File: src/rtl/cache_nway_pkg.sv
// Shared types and helpers for the N-way set-associative cache controller
// and its pseudo-LRU tree.
package cache_nway_pkg;

    typedef enum logic [1:0] {
        IDLE      = 2'd0,
        LOOKUP    = 2'd1,
        WRITEBACK = 2'd2,
        FILL      = 2'd3
    } state_t;

    function automatic int way_width(input int ways);
        return (ways > 1) ? $clog2(ways) : 1;
    endfunction

    // Tree nodes are heap-numbered from the root (node 0).
    // The right child (upper half of the ways) is 2i+1.
    // The left child (lower half of the ways) is 2i+2.
    function automatic int plru_right(input int node);
        return 2 * node + 1;
    endfunction

    function automatic int plru_left(input int node);
        return 2 * node + 2;
    endfunction

endpackage

File: src/rtl/plru_tree.sv
// Tree pseudo-LRU: victim walk and access update for one set's PLRU bits.
// A node bit of 0 points the victim at the left (lower-numbered) subtree.
module plru_tree
    import cache_nway_pkg::*;
#(
    parameter int WAYS = 4,
    localparam int WAY_W = way_width(WAYS)
) (
    input  logic [WAYS-2:0]  plru_out,
    input  logic [WAY_W-1:0] access_way,
    output logic [WAY_W-1:0] victim_way,
    output logic [WAYS-2:0]  plru_next
);

    always_comb begin
        int node;
        victim_way = '0;
        node = 0;
        for (int l = 0; l < WAY_W; l++) begin
            victim_way[WAY_W-1-l] = plru_out[node];
            node = plru_out[node] ? plru_right(node) : plru_left(node);
        end
    end

    // Each node on the accessed way's path is turned to point away from it.
    always_comb begin
        int  node;
        logic dir;
        plru_next = plru_out;
        node = 0;
        dir = 1'b0;
        for (int l = 0; l < WAY_W; l++) begin
            dir = access_way[WAY_W-1-l];
            plru_next[node] = ~dir;
            node = dir ? plru_right(node) : plru_left(node);
        end
    end

endmodule

File: src/rtl/cache_control_nway.sv
// Controller FSM for a WAYS-way write-back, write-allocate cache.
// Misses are serviced by writeback/fill and then replayed through LOOKUP.
module cache_control_nway
    import cache_nway_pkg::*;
#(
    parameter int WAYS = 4,
    parameter int BE_W = 32,
    localparam int WAY_W = way_width(WAYS)
) (
    input  logic                 clk,
    input  logic                 rst_n,
    input  logic                 mem_read,
    input  logic                 mem_write,
    input  logic [BE_W-1:0]      mem_byte_enable,
    input  logic [WAYS-1:0]      tag_hit,
    input  logic [WAYS-1:0]      valid_out,
    input  logic [WAYS-1:0]      dirty_out,
    input  logic [WAYS-2:0]      plru_out,
    input  logic                 pmem_resp,
    output logic                 mem_resp,
    output logic [WAY_W-1:0]     datamux_sel,
    output logic [WAYS*BE_W-1:0] write_en,
    output logic                 line_in_sel,
    output logic [WAYS-1:0]      load_tag,
    output logic [WAYS-1:0]      load_valid,
    output logic                 valid_in,
    output logic [WAYS-1:0]      load_dirty,
    output logic                 dirty_in,
    output logic                 load_plru,
    output logic [WAYS-2:0]      plru_in,
    output logic                 pmem_read,
    output logic                 pmem_write,
    output logic                 addr_sel
);

    state_t            state_reg;
    logic [WAY_W-1:0]  victim_reg;
    logic              is_write_reg;

    logic [WAYS-1:0]   hit;
    logic              any_hit;
    logic              any_invalid;
    logic [WAY_W-1:0]  hit_way;
    logic [WAY_W-1:0]  invalid_way;
    logic [WAY_W-1:0]  plru_victim;
    logic [WAY_W-1:0]  victim_sel;
    logic [WAYS-2:0]   plru_next;

    assign hit         = tag_hit & valid_out;
    assign any_hit     = |hit;
    assign any_invalid = ~&valid_out;
    assign victim_sel  = any_invalid ? invalid_way : plru_victim;

    // Descending scans so the lowest matching index is the one kept.
    always_comb begin
        hit_way = '0;
        invalid_way = '0;
        for (int w = WAYS - 1; w >= 0; w--) begin
            if (hit[w])
                hit_way = WAY_W'(w);
            if (!valid_out[w])
                invalid_way = WAY_W'(w);
        end
    end

    plru_tree #(.WAYS(WAYS)) u_plru (
        .plru_out   (plru_out),
        .access_way (hit_way),
        .victim_way (plru_victim),
        .plru_next  (plru_next)
    );

    always_ff @(posedge clk or negedge rst_n) begin
        if (!rst_n) begin
            state_reg    <= IDLE;
            victim_reg   <= '0;
            is_write_reg <= 1'b0;
        end else begin
            case (state_reg)
                IDLE: begin
                    if (mem_read || mem_write) begin
                        state_reg    <= LOOKUP;
                        is_write_reg <= mem_write & ~mem_read;
                    end
                end
                LOOKUP: begin
                    if (any_hit) begin
                        state_reg <= IDLE;
                    end else begin
                        victim_reg <= victim_sel;
                        state_reg  <= (valid_out[victim_sel] && dirty_out[victim_sel])
                                      ? WRITEBACK : FILL;
                    end
                end
                WRITEBACK: if (pmem_resp) state_reg <= FILL;
                FILL:      if (pmem_resp) state_reg <= LOOKUP;
                default:   state_reg <= IDLE;
            endcase
        end
    end

    always_comb begin
        mem_resp    = 1'b0;
        datamux_sel = '0;
        write_en    = '0;
        line_in_sel = 1'b0;
        load_tag    = '0;
        load_valid  = '0;
        valid_in    = 1'b0;
        load_dirty  = '0;
        dirty_in    = 1'b0;
        load_plru   = 1'b0;
        plru_in     = '0;
        pmem_read   = 1'b0;
        pmem_write  = 1'b0;
        addr_sel    = 1'b0;
        case (state_reg)
            LOOKUP: begin
                if (any_hit) begin
                    mem_resp    = 1'b1;
                    datamux_sel = hit_way;
                    load_plru   = 1'b1;
                    plru_in     = plru_next;
                    if (is_write_reg) begin
                        write_en[hit_way*BE_W +: BE_W] = mem_byte_enable;
                        line_in_sel         = 1'b1;
                        load_dirty[hit_way] = 1'b1;
                        dirty_in            = 1'b1;
                    end
                end
            end
            WRITEBACK: begin
                addr_sel    = 1'b1;
                datamux_sel = victim_reg;
                if (pmem_resp)
                    load_dirty[victim_reg] = 1'b1;
                else
                    pmem_write = 1'b1;
            end
            FILL: begin
                if (pmem_resp) begin
                    write_en[victim_reg*BE_W +: BE_W] = '1;
                    load_tag[victim_reg]   = 1'b1;
                    load_valid[victim_reg] = 1'b1;
                    valid_in               = 1'b1;
                    load_dirty[victim_reg] = 1'b1;
                end else begin
                    pmem_read = 1'b1;
                end
            end
            default: ;
        endcase
    end

endmodule

File: config.mk
export PLATFORM = sky130hd
export DESIGN_NAME = cache_control_nway
export DESIGN_NICKNAME = d
export VERILOG_FILES = /design/src/rtl/cache_nway_pkg.sv /design/src/rtl/plru_tree.sv /design/src/rtl/cache_control_nway.sv
export SDC_FILE = /design/constraint.sdc
export NUM_CORES = 1
export LEC_CHECK = 0
export CORE_MARGIN = 2
export CORE_UTILIZATION = 33
export CTS_CLUSTER_DIAMETER = 80
export DETAILED_ROUTE_END_ITERATION = 7
export GPL_ROUTABILITY_DRIVEN = 0
export PLACE_DENSITY = 0.95
export SLEW_MARGIN = 20
export SYNTH_ARGS = -nofsm -noshare
export SYNTH_HDL_FRONTEND = slang
export SYNTH_SLANG_ARGS = --single-unit
File: constraint.sdc
create_clock -name clk -period 6 [get_ports clk]
set_input_delay 1.2 -clock clk [delete_from_list [all_inputs] [get_ports clk]]
set_output_delay 1.2 -clock clk [all_outputs]
set_load 0.02 [all_outputs]
== Yosys cells after proc, flatten, opt, wreduce, memory -nomap -nowiden ==
Cells that the tools add are included.

* Bits in registers: 5
* Output and inout bits: 153
* Word-level logic and storage cells: 98

* Shift-type cells: 4
* $lt $le $gt $ge: 8
* Multiplexer cells: 55
* Reduce and logical (&&, ||, !) cells: 12
* $add $sub $neg: 2
* Equality and inequality tests: 6
* Bitwise logic cells: 8

{| class="wikitable"
|+ Operators with widths
! cell !! count
|-
| $mux W128 || 3
|-
| $and A128 B128 Y128 || 2
|-
| $pmux W128 S2 || 1
|-
| $shift A32 B34 Y128 const A || 2
|-
| $shiftx A32 B34 Y128 || 1
|-
| $shiftx A32 B34 Y128 const A || 1
|-
| $neg A7 Y34 || 2
|-
| $lt A32 B4 Y1 const B || 2
|-
| $ge A32 B1 Y1 const B || 1
|-
| $mux W2 || 16
|-
| $mux W1 || 19
|-
| $mux W4 || 4
|-
| $lt A2 B3 Y1 const B || 3
|-
| $pmux W2 S4 || 1
|-
| $pmux W4 S2 || 1
|-
| $bmux W1 S2 || 3
|-
| $demux W1 S2 || 3
|-
| $mux W3 || 2
|-
| $ne A2 B2 Y1 const B || 3
|-
| $and A4 B4 Y4 || 1
|-
| $eq A2 B2 Y1 const B || 2
|-
| $ge A2 B1 Y1 const B || 2
|-
| $logic_and A1 B1 Y1 || 4
|-
| $not A1 Y1 || 4
|-
| other kinds (11) || 12
|}

== Depth between registers and ports, before layout ==
* Depth after elaboration: 13
* Gate-level depth with buffers: 11
* Gate-level depth less buffers: 8

== Cells and area by module ==
A second synthesis with hierarchy kept.

* Cell total of the unflattened synthesis: 264
* Area, all modules: 1,974.4 µm²

{| class="wikitable"
|+ By module, submodules not included
! module !! times used !! seq. area each (µm²) !! area an instance (µm²) !! cells each
|-
| cache_control_nway || 1 || 125.1 || 1,931.9 || 256
|-
| plru_tree || 1 || 0.0 || 42.5 || 8
|}

== Worst setup path after synthesis ==
OpenSTA, ideal clock, no wires.

* Path kind: input port to output port
* Start: input port valid_out[1]
* End: output port write_en[32]
* Arrival time: 3.178 ns
* Setup slack: 1.622 ns
* Path buffers: 3
* Stages: 10
* Cell sequence: clkbuf_1 a32o_2 nand2_1 ha_1 nor2_1 o21ai_0 nor4bb_1 clkbuf_1 buf_4 a21o_1

* Word-level cells in the longest chain between the ends: 9
* Elaborated cells on any way between the ends: 11
* Those cells by class: add/sub: 1; shift: 2; mux: 5; bitwise: 2; reduce/logical: 1

{| class="wikitable"
|+ RTL lines
! element !! RTL line !! text
|-
| start, declared || cache_control_nway.sv:16 || <nowiki>input logic [WAYS-1:0] valid_out,</nowiki>
|-
| $and A4 B4 Y4 * || cache_control_nway.sv:49 || <nowiki>assign hit = tag_hit & valid_out;</nowiki>
|-
| $mux W2 (2 in a row) || cache_control_nway.sv:59 || <nowiki>if (hit[w])</nowiki>
|-
| $neg A7 Y34 || cache_control_nway.sv:125 || <nowiki>write_en[hit_way*BE_W +: BE_W] = mem_byte_enable;</nowiki>
|-
| $shiftx A32 B34 Y128 or $shift A32 B34 Y128 (tied branches) || cache_control_nway.sv:125 ||
|-
| $and A128 B128 Y128 (no source line) || n/a ||
|-
| $mux W128 || cache_control_nway.sv:124 || <nowiki>if (is_write_reg) begin</nowiki>
|-
| $mux W128 * || cache_control_nway.sv:119 || <nowiki>if (any_hit) begin</nowiki>
|-
| $pmux W128 S2 * || cache_control_nway.sv:117 || <nowiki>case (state_reg)</nowiki>
|-
| end, declared || cache_control_nway.sv:22 || <nowiki>output logic [WAYS*BE_W-1:0] write_en,</nowiki>
|}

Every way passes the cells marked *; elsewhere a longest branch is shown, timed or not.

== Worst setup path in the final report ==
* Start: input port valid_out[2]
* End: output port write_en[78]

* Word-level cells in the longest chain between the ends: 10
* Elaborated cells on any way between the ends: 12
* Those cells by class: add/sub: 1; shift: 2; mux: 6; bitwise: 2; reduce/logical: 1

{| class="wikitable"
|+ RTL lines
! element !! RTL line
|-
| $and A4 B4 Y4 * || cache_control_nway.sv:49
|-
| $mux W2 (3 in a row) || cache_control_nway.sv:59
|-
| $neg A7 Y34 || cache_control_nway.sv:125
|-
| $shiftx A32 B34 Y128 or $shift A32 B34 Y128 (tied branches) || cache_control_nway.sv:125
|-
| $and A128 B128 Y128 (no source line) || n/a
|-
| $mux W128 || cache_control_nway.sv:124
|-
| $mux W128 * || cache_control_nway.sv:119
|-
| $pmux W128 S2 * || cache_control_nway.sv:117
|}

Marked as above.

==> out/results.txt <==
Die X - 83.74 um
Worst-Skew Late Latency - 0.23 ns
CORE AREA - 6241 um^2
HPWL Detailed - 8184 um
Routed vias - 3164
Place WS - 0.3275 ns
Combinational power share - 81.5%
Warnings, synthesis - 0
Post-synth ARST share - 100.0%
Pint - 0.3880 mW
Main synth FF type - dfrtp_1
Clock network power share - 8.3%
Htree depth - 1
Cell taking the most area after synthesis - a21o_1
DRT antenna net count - 0
Dpl cells - 567
Syn_area_per_cell - 6.682 um^2
CTS sink cnt - 5
Required @ worst endpoint - 4.80 ns
Sequential area share after synthesis - 5.963%
I/O Buffers - 204
Ranking of synthesized cells by area - a21o_1 (35%), o21ai_0 (8.6%), inv_1 (7.5%)
First drt pass iteration count - 4
WP data arrival - 4.52 ns
# hold bufs at CTS - 0
Starting Density - 33.62%
Initial antenna violation count - 0
Syn nets - 376
Post-Synthesis Cells - 314
Status - finished, final reports clean
Die height - 83.74 um
Reg area - 125.1 um^2
Reg clk slew, reported paths - 0.04 ns
Max Fanout on Critical Path - 19
Final WS setup - 0.2753 ns
Syn-to-layout area delta - 100.2%
Least-Margin Pin Slew - 0.6398 ns
EDFF count, synth - 0
Number of max-cap violations - 0
Leakage power - 2.515 nW
Synth unique cells - 43
Root Driver - clkbuf_8
Mapped Area - 2098 um^2
Setup Skew - 0.001964 ns
Sw power - 0.3859 mW
Nets@finish - 557
Wire per inst - 18.52 um
Final core occ - 67.30%
Max IR drop VDD - 174.4 uV
Pwr Density - 184.2 nW/um^2
Sw Ratio - 49.87%
Postcts setup bufs - 0
Setup crit end kind - output pin
Clock period minus worst slack - 5.725 ns
Hold Violations, Final - 0
# fillers - 514
RSZ-0062 raised after global routing - false
Most frequent cell after synthesis - a21o_1
Final slew viol count - 0
Final wirelength - 10580 um
Post-synth top cells - a21o_1 (97), inv_1 (42), o21ai_0 (36)
CTS max path bufs - 2
Layout cell share with drive strength beyond 1 - 5.668%
Reg power frac - 10.2%
Final worst path period share - 95.41%
Setup_tns - 0 ns
Vias in the first global route - 3113
Die area - 7012 um^2
Final setup viols - 0
First-pass GRT wire length - 16250 um
Worst hold path type - flop to flop
DRC Markers - 0
FMAX - 174.7 MHz
Antenna cells - 0
Multi-input logic area - 1627 um^2
Row count - 29
CTS tree - done
Top-level I/O count - 205
Initial drt markers - 108
Crit Path Class - primary input to output pin
Total global routing track utilization - 28.14%
Synthesized flop and latch total - 5
Yosys top cell area share - 34.70%
Residual overflow from global routing - 0
Post-CTS sizing - 0
Vias per cell - 5.541
Largest net degree at the start of global routing - 35
Crit start category - primary input
Final Non-Filler Cells - 571
Total CTS buffers - 3
Slew margin rel. - 56.89%
## path summary, 6_finish.rpt
check | from | to | slack, ns | cells past startpoint
worst max-delay path | valid_out[2] | write_en[78] | 0.28 | 11
worst min-delay path | state_reg[1]$_DFFE_PN0P_ | state_reg[1]$_DFFE_PN0P_ | 0.56 | 1
worst max register to register | state_reg[0]$_DFFE_PN0P_ | state_reg[0]$_DFFE_PN0P_ | 4.02 | 6
worst min register to register | state_reg[1]$_DFFE_PN0P_ | state_reg[1]$_DFFE_PN0P_ | 0.56 | 1
max in group asynchronous | rst_n | victim_reg[1]$_DFFE_PN0P_ | 4.57 | 1
min in group asynchronous | rst_n | victim_reg[0]$_DFFE_PN0P_ | 1.22 | 1
## placed cells by master (no fill, tap or decap), types with 2 or more instances in the layout
master	synthesis	final
nand4_1	3	3
nor2_1	9	7
nand2_1	14	14
ha_1	10	10
a21o_1	97	97
nand3b_1	2	2
nor2b_1	3	3
a21oi_1	5	5
o2111ai_1	4	4
buf_12	0	2
mux2_2	2	2
a22o_1	2	2
clkdlybuf4s50_1	0	201
o21ai_0	36	36
and2_1	3	3
a21boi_0	3	3
inv_1	42	42
nand3_1	5	5
clkbuf_8	0	3
a311oi_1	2	2
a22oi_1	4	4
dfrtp_1	5	5
a31oi_1	2	2
nor2_2	0	2
nand2b_1	3	3
buf_4	10	13
## layout make-up
| cell class | instances | share of cell area [%] |
|---|---|---|
| clock buffer | 4 | 1.072 |
| multi-input combinational | 227 | 38.73 |
| sequential | 5 | 2.979 |
| inverter | 42 | 3.753 |
| tap | 77 | 2.294 |
| timing repair buffer | 216 | 51.18 |
## worst max-delay path, cell delays in order
cell             delay (ns)
clkdlybuf4s50_1        0.61
a22oi_1                0.19
nor2_1                 0.33
inv_1                  0.16
ha_1                   0.24
nor2_1                 0.09
o21ai_0                0.23
a2111oi_4              0.36
buf_4                  0.32
a21o_1                 0.17
clkdlybuf4s50_1        0.62
## kinds of logic (layout without fill, tap and decap cells)
| kind of cell | after synthesis | count (layout) | synth area share [%] |
|---|---|---|---|
| multiplexers | 3 | 3 | 1.550 |
| buffers and inverters | 82 | 262 | 17.83 |
| AND/OR/NAND/NOR | 49 | 49 | 12.52 |
| flip-flops | 5 | 5 | 5.963 |
| AO/OA/AOI/OAI | 165 | 165 | 56.17 |
| adder cells (fa/ha/maj) | 10 | 10 | 5.963 |
## power by group through the flow
stage	logic (mW)	registers, mW	clock network [mW]
floorplan	0.364	0.0598	0
global placement	0.612	0.0754	0
detailed placement	0.625	0.0778	0
CTS	0.629	0.0775	0.0646
global route	0.669	0.0819	0.0676
finish	0.631	0.0791	0.0643
## routing by layer
| metal | vias to the layer above | part of all wire (%) | routed length, um | track usage, % |
|---|---|---|---|---|
| met1 | 1512 | 40 | 4217 | 33.07 |
| met5 | - | 0 | 0 | 0 |
| met3 | 23 | 8.5 | 896 | 7.023 |
| met4 | 0 | 2.3 | 244 | 7.625 |
| met2 | 172 | 49 | 5218 | 50.55 |
| li1 | 1457 | - | - | - |
## per-stage QoR
stage	hold slack, ns	area (um^2)	power (mW)
final	0.5552	4200	0.7739
after CTS	0.5450	4200	0.7713
after floorplan	0.5016	2098	0.4240
after detailed placement	0.5388	4155	0.7030
after global placement	0.5244	4155	0.6878
after global routing	0.5790	4200	0.8187
Note: power is estimated with default switching activity, not from simulation.
